$ cat src/rtl/vga_sprite_gen.sv
// Pixel-colour generator for a VGA timing block: 1-pixel white border plus a
// bouncing solid square sprite whose colour steps on every bounce.
module vga_sprite_gen #(
  parameter int          H_ACTIVE = 640,
  parameter int          V_ACTIVE = 480,
  parameter int          BOX_SIZE = 32,
  parameter int          STEP     = 2,
  parameter logic [2:0]  BG_RGB   = 3'b000
) (
  input  logic       clk,
  input  logic       reset,
  input  logic [9:0] pixel_x,
  input  logic [9:0] pixel_y,
  input  logic       video_on,
  input  logic       pause,
  output logic       red,
  output logic       green,
  output logic       blue,
  output logic       frame_tick,
  output logic       bounce
);

  localparam logic [10:0] H_A    = 11'(H_ACTIVE);
  localparam logic [10:0] V_A    = 11'(V_ACTIVE);
  localparam logic [10:0] BOX    = 11'(BOX_SIZE);
  localparam logic [10:0] BOX_M1 = 11'(BOX_SIZE - 1);
  localparam logic [10:0] STP    = 11'(STEP);

  typedef enum logic {DIR_POS, DIR_NEG} dir_e;

  typedef struct packed {
    logic [9:0] pos;
    dir_e       dir;
    logic       hit;
  } axis_t;

  // One axis of motion; limit is the visible extent of that axis.
  function automatic axis_t step_axis(input logic [9:0] pos, input dir_e dir,
                                      input logic [10:0] limit);
    axis_t      r;
    logic [10:0] p;
    p     = {1'b0, pos};
    r.pos = pos;
    r.dir = dir;
    r.hit = 1'b0;
    if (dir == DIR_POS) begin
      if (p + STP + BOX >= limit) begin
        r.pos = 10'(limit - BOX);
        r.dir = DIR_NEG;
        r.hit = 1'b1;
      end else begin
        r.pos = 10'(p + STP);
      end
    end else begin
      if (p <= STP) begin
        r.pos = 10'd0;
        r.dir = DIR_POS;
        r.hit = 1'b1;
      end else begin
        r.pos = 10'(p - STP);
      end
    end
    return r;
  endfunction

  function automatic logic [2:0] next_colour(input logic [2:0] c);
    case (c)
      3'b100:  return 3'b010;
      3'b010:  return 3'b001;
      3'b001:  return 3'b110;
      3'b110:  return 3'b011;
      3'b011:  return 3'b101;
      3'b101:  return 3'b111;
      default: return 3'b100;
    endcase
  endfunction

  logic [9:0] box_x_q, box_x_d, box_y_q, box_y_d;
  dir_e       dir_x_q, dir_x_d, dir_y_q, dir_y_d;
  logic [2:0] colour_q, colour_d, rgb_q, rgb_d;
  logic       sof_q, sof_d, armed_q, armed_d;
  logic       frame_tick_q, frame_tick_d, bounce_q, bounce_d;

  logic       sof_cond, border, in_box;
  logic [10:0] px, py;
  axis_t      ax, ay;

  assign px       = {1'b0, pixel_x};
  assign py       = {1'b0, pixel_y};
  assign sof_cond = (py == V_A) && (pixel_x == 10'd0);
  assign border   = (pixel_x == 10'd0) || (px == H_A - 11'd1) ||
                    (pixel_y == 10'd0) || (py == V_A - 11'd1);
  assign in_box   = (px >= {1'b0, box_x_q}) && (px <= {1'b0, box_x_q} + BOX_M1) &&
                    (py >= {1'b0, box_y_q}) && (py <= {1'b0, box_y_q} + BOX_M1);
  assign ax       = step_axis(box_x_q, dir_x_q, H_A);
  assign ay       = step_axis(box_y_q, dir_y_q, V_A);

  always_comb begin
    box_x_d  = box_x_q;
    box_y_d  = box_y_q;
    dir_x_d  = dir_x_q;
    dir_y_d  = dir_y_q;
    colour_d = colour_q;
    bounce_d = 1'b0;
    sof_d    = sof_cond;
    // armed_q stays low until sof_cond has been seen low, so a level that is
    // already high when reset releases is not mistaken for an edge.
    armed_d      = armed_q | ~sof_cond;
    frame_tick_d = sof_cond & ~sof_q & armed_q;

    if (frame_tick_q && !pause) begin
      box_x_d  = ax.pos;
      box_y_d  = ay.pos;
      dir_x_d  = ax.dir;
      dir_y_d  = ay.dir;
      bounce_d = ax.hit | ay.hit;
      if (ax.hit || ay.hit) colour_d = next_colour(colour_q);
    end

    if (!video_on)   rgb_d = 3'b000;
    else if (border) rgb_d = 3'b111;
    else if (in_box) rgb_d = colour_q;
    else             rgb_d = BG_RGB;
  end

  // NOTE: non-blocking assignments keep every flop sampling pre-edge values.
  always_ff @(posedge clk or posedge reset) begin
    if (reset) begin
      box_x_q      <= 10'd0;
      box_y_q      <= 10'd0;
      dir_x_q      <= DIR_POS;
      dir_y_q      <= DIR_POS;
      colour_q     <= 3'b100;
      rgb_q        <= 3'b000;
      sof_q        <= 1'b0;
      armed_q      <= 1'b0;
      frame_tick_q <= 1'b0;
      bounce_q     <= 1'b0;
    end else begin
      box_x_q      <= box_x_d;
      box_y_q      <= box_y_d;
      dir_x_q      <= dir_x_d;
      dir_y_q      <= dir_y_d;
      colour_q     <= colour_d;
      rgb_q        <= rgb_d;
      sof_q        <= sof_d;
      armed_q      <= armed_d;
      frame_tick_q <= frame_tick_d;
      bounce_q     <= bounce_d;
    end
  end

  assign {red, green, blue} = rgb_q;
  assign frame_tick         = frame_tick_q;
  assign bounce             = bounce_q;

endmodule

$ cat config.mk
export PLATFORM = sky130hd
export DESIGN_NAME = vga_sprite_gen
export DESIGN_NICKNAME = d
export VERILOG_FILES = /design/src/rtl/vga_sprite_gen.sv
export SDC_FILE = /design/constraint.sdc
export NUM_CORES = 1
export LEC_CHECK = 0
export BUFFER_PORTS_ARGS = -buffer_cell sky130_fd_sc_hd__buf_2
export CAP_MARGIN = 40
export CORE_AREA = 5 5 82 84
export DETAILED_ROUTE_END_ITERATION = 12
export DIE_AREA = 0 0 87 89
export GPL_TIMING_DRIVEN = 1
export PLACE_DENSITY_LB_ADDON = 0.25
export SLEW_MARGIN = 10
export SYNTH_ARGS = -nofsm -noshare
export SYNTH_HDL_FRONTEND = slang
export SYNTH_SLANG_ARGS = --single-unit
$ cat constraint.sdc
create_clock -name clk -period 3.9 [get_ports clk]
set_clock_uncertainty 0.05 [all_clocks]
set_input_delay 0.585 -clock clk [delete_from_list [all_inputs] [get_ports clk]]
set_output_delay 0.585 -clock clk [all_outputs]
set_load 0.02 [all_outputs]
Word level (Yosys, flattened, before mapping)
Cells that the tools add are included.
{"block": "classes", "n_lt_le_gt_ge": 8, "bitwise": 6, "mux": 15, "add_sub_neg": 8, "reduce_logical": 13, "n_eq_ne": 9}
{"cell": "10-bit 2-to-1 mux", "n": 4}
{"cell": "12-bit 2-to-1 mux", "n": 2}
{"cell": "10-bit by 2-bit adder with 11-bit output, second input constant", "n": 2}
{"cell": "10-bit by 5-bit adder with 11-bit output, second input constant", "n": 2}
{"cell": "11-bit by 6-bit adder with 11-bit output, second input constant", "n": 2}
{"cell": "10-bit by 11-bit less-or-equal comparator with 1-bit output", "n": 2}
{"cell": "10-bit by 9-bit == test with 1-bit output, second input constant", "n": 2}
{"cell": "10-bit greater-or-equal comparator", "n": 2}
{"cell": "10-bit by 2-bit less-or-equal comparator with 1-bit output, second input constant", "n": 2}
{"cell": "10-bit zero test", "n": 2}
{"cell": "10-bit by 2-bit subtractor with 10-bit output, second input constant", "n": 2}
{"cell": "3-bit one-hot mux with 6 select lines", "n": 1}
{"cell": "11-bit by 10-bit greater-or-equal comparator with 1-bit output, second input constant", "n": 1}
{"cell": "11-bit by 9-bit greater-or-equal comparator with 1-bit output, second input constant", "n": 1}
{"cell": "10-bit == test, second input constant", "n": 1}
{"cell": "3-bit == test, second input constant", "n": 3}
{"cell": "3-bit 2-to-1 mux", "n": 3}
{"cell": "2-bit 2-to-1 mux", "n": 4}
{"cell": "3-bit by 2-bit == test with 1-bit output, second input constant", "n": 2}
{"cell": "1-bit logical AND", "n": 5}
{"cell": "1-bit logical OR", "n": 4}
{"cell": "3-bit by 1-bit == test with 1-bit output, second input constant", "n": 1}
{"cell": "1-bit AND", "n": 2}
{"cell": "1-bit NOT", "n": 2}
{"cell": "other kinds (4)", "n": 5}
{"block": "word_totals", "inputBits": 24, "ff_bits": 32, "output_inout_bits": 5, "word_cells": 69}

Logic depth before layout (Yosys ltp)
{"block": "logic_depth", "ltp_word": 8, "mapped_depth": 15, "ltp_nobuf": 13}

Least setup slack after synthesis
No wires, ideal clock.
{"block": "synth_timing", "kind": "register -> register", "from": "register box_y_q[1]", "to": "register colour_q[1]", "path_slack_ns": 0.539, "path_stages_with_launch": 15, "t_arrival_ns": 3.186, "path_cell_list": "dfrtp_1 -> ha_1 -> buf_4 -> and3_1 -> buf_4 -> xnor2_1 -> inv_1 -> ha_1 -> a21o_1 -> a211o_1 -> o32a_1 -> a211oi_4 -> or2b_4 -> a21oi_4 -> mux2_4"}
{"block": "synth_via", "elab_chain_cells": 7, "word_cells_on_any_way": 9, "cone_classes": "2 x add/sub; 2 x order compare; 3 x mux; 2 x reduce/logical"}
{"item": "start, declared", "line": "78", "text": "logic [9:0] box_x_q, box_x_d, box_y_q, box_y_d;"}
{"item": "start signal, assigned", "line": "141", "text": "box_y_q <= box_y_d;"}
{"item": "10-bit by 2-bit adder with 11-bit output"}
{"item": "11-bit by 6-bit adder with 11-bit output", "line": "47", "text": "if (p + STP + BOX >= limit) begin"}
{"item": "11-bit by 9-bit greater-or-equal comparator with 1-bit output", "line": "47"}
{"item": "2-bit 2-to-1 mux", "line": "47"}
{"item": "12-bit 2-to-1 mux *", "line": "46", "text": "if (dir == DIR_POS) begin"}
{"item": "1-bit logical OR *", "line": "117", "text": "if (ax.hit || ay.hit) colour_d = next_colour(colour_q);"}
{"item": "2-bit AND reduction (no line) *"}
{"item": "end signal, assigned", "line": "144", "text": "colour_q <= colour_d;"}
{"item": "end, declared", "line": "80", "text": "logic [2:0] colour_q, colour_d, rgb_q, rgb_d;"}
Every way passes the cells marked *; elsewhere a longest branch is shown, timed or not.
A chain may end at the register's enable or synchronous reset.

Worst setup path in the final report
{"block": "layout_timing", "from": "register box_y_q[2]", "to": "register box_y_q[4]"}
{"block": "layout_via", "elab_chain_cells": 5, "word_cells_on_any_way": 8, "cone_classes": "3 x add/sub; 2 x order compare; 3 x mux"}
{"item": "10-bit by 2-bit adder with 11-bit output", "line": "52", "text": "r.pos = 10'(p + STP);"}
{"item": "11-bit by 6-bit adder with 11-bit output", "line": "47"}
{"item": "11-bit by 9-bit greater-or-equal comparator with 1-bit output", "line": "47"}
{"item": "10-bit 2-to-1 mux", "line": "47"}
{"item": "12-bit 2-to-1 mux *", "line": "46"}
Marks and branches as above.

==> results.sh <==
export IMPL_synthXorXnorAreaFrac=0.05156
export IMPL_crit_type="register to register"
export IMPL_cp_arrival_ns=3.80
export IMPL_ios=29
export IMPL_crit_path_end_kind="register"
export IMPL_clockBufferDepth=2
export IMPL_ys_warn_count=0
export IMPL_gp_congestion=0.9656
export IMPL_wire_per_inst_um=17.42
export IMPL_synth_compound_area_frac=0.2785
export IMPL_synth_area_sq_um=3567
export IMPL_routed_via_count=3566
export IMPL_cp_max_fo=10
export IMPL_r2r_cells=14
export IMPL_drive_above_1_share=0.1349
export IMPL_ys_seq_elements=30
export IMPL_first_pass_iters=5
export IMPL_startpoint_type="register"
export IMPL_cts_num_sinks=30
export IMPL_drc=0
export IMPL_place_ws_ns=0.2420
export IMPL_synth_edf_count=0
export IMPL_worstReg2RegEnd="box_y_q[4]"
export IMPL_nets=538
export IMPL_reg2reg_from="box_y_q[2]"
export IMPL_cts_root_buf="clkbuf_8"
export IMPL_muxShareOfSynthArea=0.01122
export IMPL_fin_setup_tns_ns=0
export IMPL_area_growth_pct=7.717
export IMPL_start_util=0.6097
export IMPL_grt_overflow_total=0
export IMPL_postSynth_asyncResetShare=1.000
export IMPL_coreArea_sq_um=5851
export IMPL_slew_violations=0
export IMPL_cts_made_buffers=5
export IMPL_io_buffers=28
export IMPL_rsz0062_at_grt="false"
export IMPL_synth_top_family_by_area="compound AO/OA/AOI/OAI gates"
export IMPL_dieArea_sq_um=7743
export IMPL_rows=28
export IMPL_hold_ws_ns=0.3105
export IMPL_grt_pass1_wl_um=16200
export IMPL_hpwl_um=7273
export IMPL_power_leakage_nw=1.647
export IMPL_fmax_ghz=0.2742
export IMPL_r2r_slack_ns=0.25
export IMPL_grt_pass1_vias=3384
export IMPL_finalPower_uw=625.9
export IMPL_antenna_diode_count=0
export IMPL_synthSimpleGateAreaFrac=0.2206
export IMPL_cap_violations=0
export IMPL_h_tree_depth=2
export IMPL_postRouteWirelength_um=9441
export IMPL_worstMarginPinSlew_ns=0.6722
export IMPL_timing_final_ws_setup_ns=0.2536
export IMPL_cts_tree="yes"
export IMPL_die_w_um=87
export IMPL_cp_required_ns=4.06
export IMPL_hold_path_class="primary input to asynchronous set/reset pin"
export IMPL_via_per_inst=6.579
export IMPL_drtAntennaViolNets=0
export IMPL_drt_initial_drc_count=172
export IMPL_syn_num_nets=518
export IMPL_clk_pin_slew_ns=0.07
export IMPL_post_route_util=0.6568
export IMPL_fillers=513
export IMPL_clock_latency_ns=0.29
export IMPL_setup_viol=0
export IMPL_grtUsageTotal=0.2608
export IMPL_status="completed"
export IMPL_fp_dieH_um=89
export IMPL_synthAdderAreaFrac=0.1649
export IMPL_antenna_found_initial=0
export IMPL_synthFlopType="dfrtp_1"
export IMPL_synth_cell_types=68
export IMPL_powerDensity_nw_per_um2=162.9
export IMPL_syn_avg_cell_area_sq_um=7.980
export IMPL_grt_max_degree=21
export IMPL_fin_crit_ns=3.646
export IMPL_seq_area_frac_synth=0.2108
export IMPL_layout_worst_path_cycle_share=0.9350
export IMPL_postSynthCellCount=447
export IMPL_hold_violations=0
export IMPL_maxSlewHeadroom=0.5477
export IMPL_peakVddDrop_v=0.0002129
## area by class of cell
type | instances | area (sq um) | area share
Tap cell | 75 | 93.84 | 0.02442
Clock buffer | 5 | 68.82 | 0.01791
Inverter | 23 | 86.33 | 0.02247
Sequential cell | 30 | 752.0 | 0.1957
Clock inverter | 2 | 10.01 | 0.002605
Multi-Input combinational cell | 366 | 2594 | 0.6750
Timing Repair Buffer | 41 | 237.7 | 0.06187
## placed cells by master (no fill, tap or decap), drive strengths merged, types with 3 or more instances in the layout
cell type	n
o221ai	3
clkinv	4
or4	3
a2111o	3
and2	3
nand4	12
o21ai	28
a32oi	5
nor3	19
a22oi	4
nand2	35
ha	47
nand3	20
and3	5
o32a	3
o21a	7
a221oi	4
a31oi	5
o211ai	3
a21o	16
nor4	7
inv	21
buf	41
nand2b	3
xnor2	20
o22ai	4
o31ai	3
or3	7
dfrtp	29
a21oi	31
clkbuf	5
nor2	28
## metal layers
layer	vias up	GRT usage	part of all wire
li1	1722	-	-
met1	1693	0.3284	0.43
met2	130	0.4507	0.50
met3	21	0.03779	0.054
met4	0	0.1020	0.023
met5	-	0	0
## cells by family (layout without fill, tap and decap cells)
logic type / after synthesis / after routing
XOR/XNOR: 21 / 21
adder cells (fa/ha/maj): 47 / 47
AND/OR/NAND/NOR: 154 / 154
buffers and inverters: 51 / 71
flip-flops: 30 / 30
multiplexers: 3 / 3
AO/OA/AOI/OAI: 141 / 141
## how the worst max path moves through the flow
stage | from | end | slack, ns | depth (start not counted)
5_1_grt | box_y_q[2] | box_y_q[4] | 0.04 | 14
4_1_cts | box_y_q[2] | box_y_q[4] | 0.21 | 14
6_report | box_y_q[2] | box_y_q[4] | 0.25 | 14
3_3_place_gp | box_y_q[2] | colour_q[1] | 0.33 | 12
3_5_place_dp | box_y_q[2] | box_y_q[4] | 0.24 | 14
2_1_floorplan | box_y_q[1] | colour_q[1] | 0.54 | 14
## critical path, cell delays in order, from the launching register on
cell and delay (ns):
dfrtp_1 0.50, ha_1 0.36, and3_2 0.34, xnor2_1 0.17, inv_1 0.07, ha_1 0.27, nand3_1 0.12, a21oi_2 0.04
a211o_1 0.31, o32a_1 0.39, a211oi_4 0.27, buf_4 0.18, a22oi_1 0.06, or3_1 0.32, o211ai_1 0.10
## cells in the mapped netlist (all sizes together), types with 4 or more instances
cell type | n | area share
o21a | 7 | 0.015
a21oi | 31 | 0.049
nor4 | 7 | 0.012
o22ai | 4 | 0.0070
nor2 | 28 | 0.029
dfrtp | 29 | 0.20
nand3 | 20 | 0.028
nand4 | 12 | 0.021
a22oi | 4 | 0.0084
ha | 47 | 0.16
inv | 21 | 0.022
nand2 | 35 | 0.038
a221oi | 4 | 0.0098
o21ai | 28 | 0.039
a21o | 16 | 0.034
or3 | 7 | 0.012
xnor2 | 20 | 0.049
and3 | 5 | 0.0088
buf | 15 | 0.025
a31oi | 5 | 0.0088
nor3 | 19 | 0.028
clkbuf | 13 | 0.014
a32oi | 5 | 0.012
## registers in the layout, summed over array words and instances, names as in the netlist
| name | flops |
|---|---|
| colour_q | 3 |
| dir_x_q | 1 |
| dir_y_q | 1 |
| sof_q | 1 |
| rgb_q | 3 |
| bounce | 1 |
| frame_tick | 1 |
| armed_q | 1 |
| box_y_q | 9 |
| box_x_q | 9 |
## power breakdown
part	internal [mW]	switching, mW	leakage [nW]
registers	0.311	0.0000199	0.379
logic	0.0312	0.0410	1.22
clock network	0.120	0.123	0.0438
## repair_timing
action	4_1_cts	5_1_grt
gates resized for setup	0	1
endpoints found under the setup margin	0	4
buffers inserted	0	0
hold buffers	0	0
## through the flow
stage,instances,area (sq um)
global route,542,3842
finish,542,3842
floorplan,447,3567
CTS,542,3841
detailed placement,535,3762
global placement,535,3762
(Power assumes the default switching activity.)
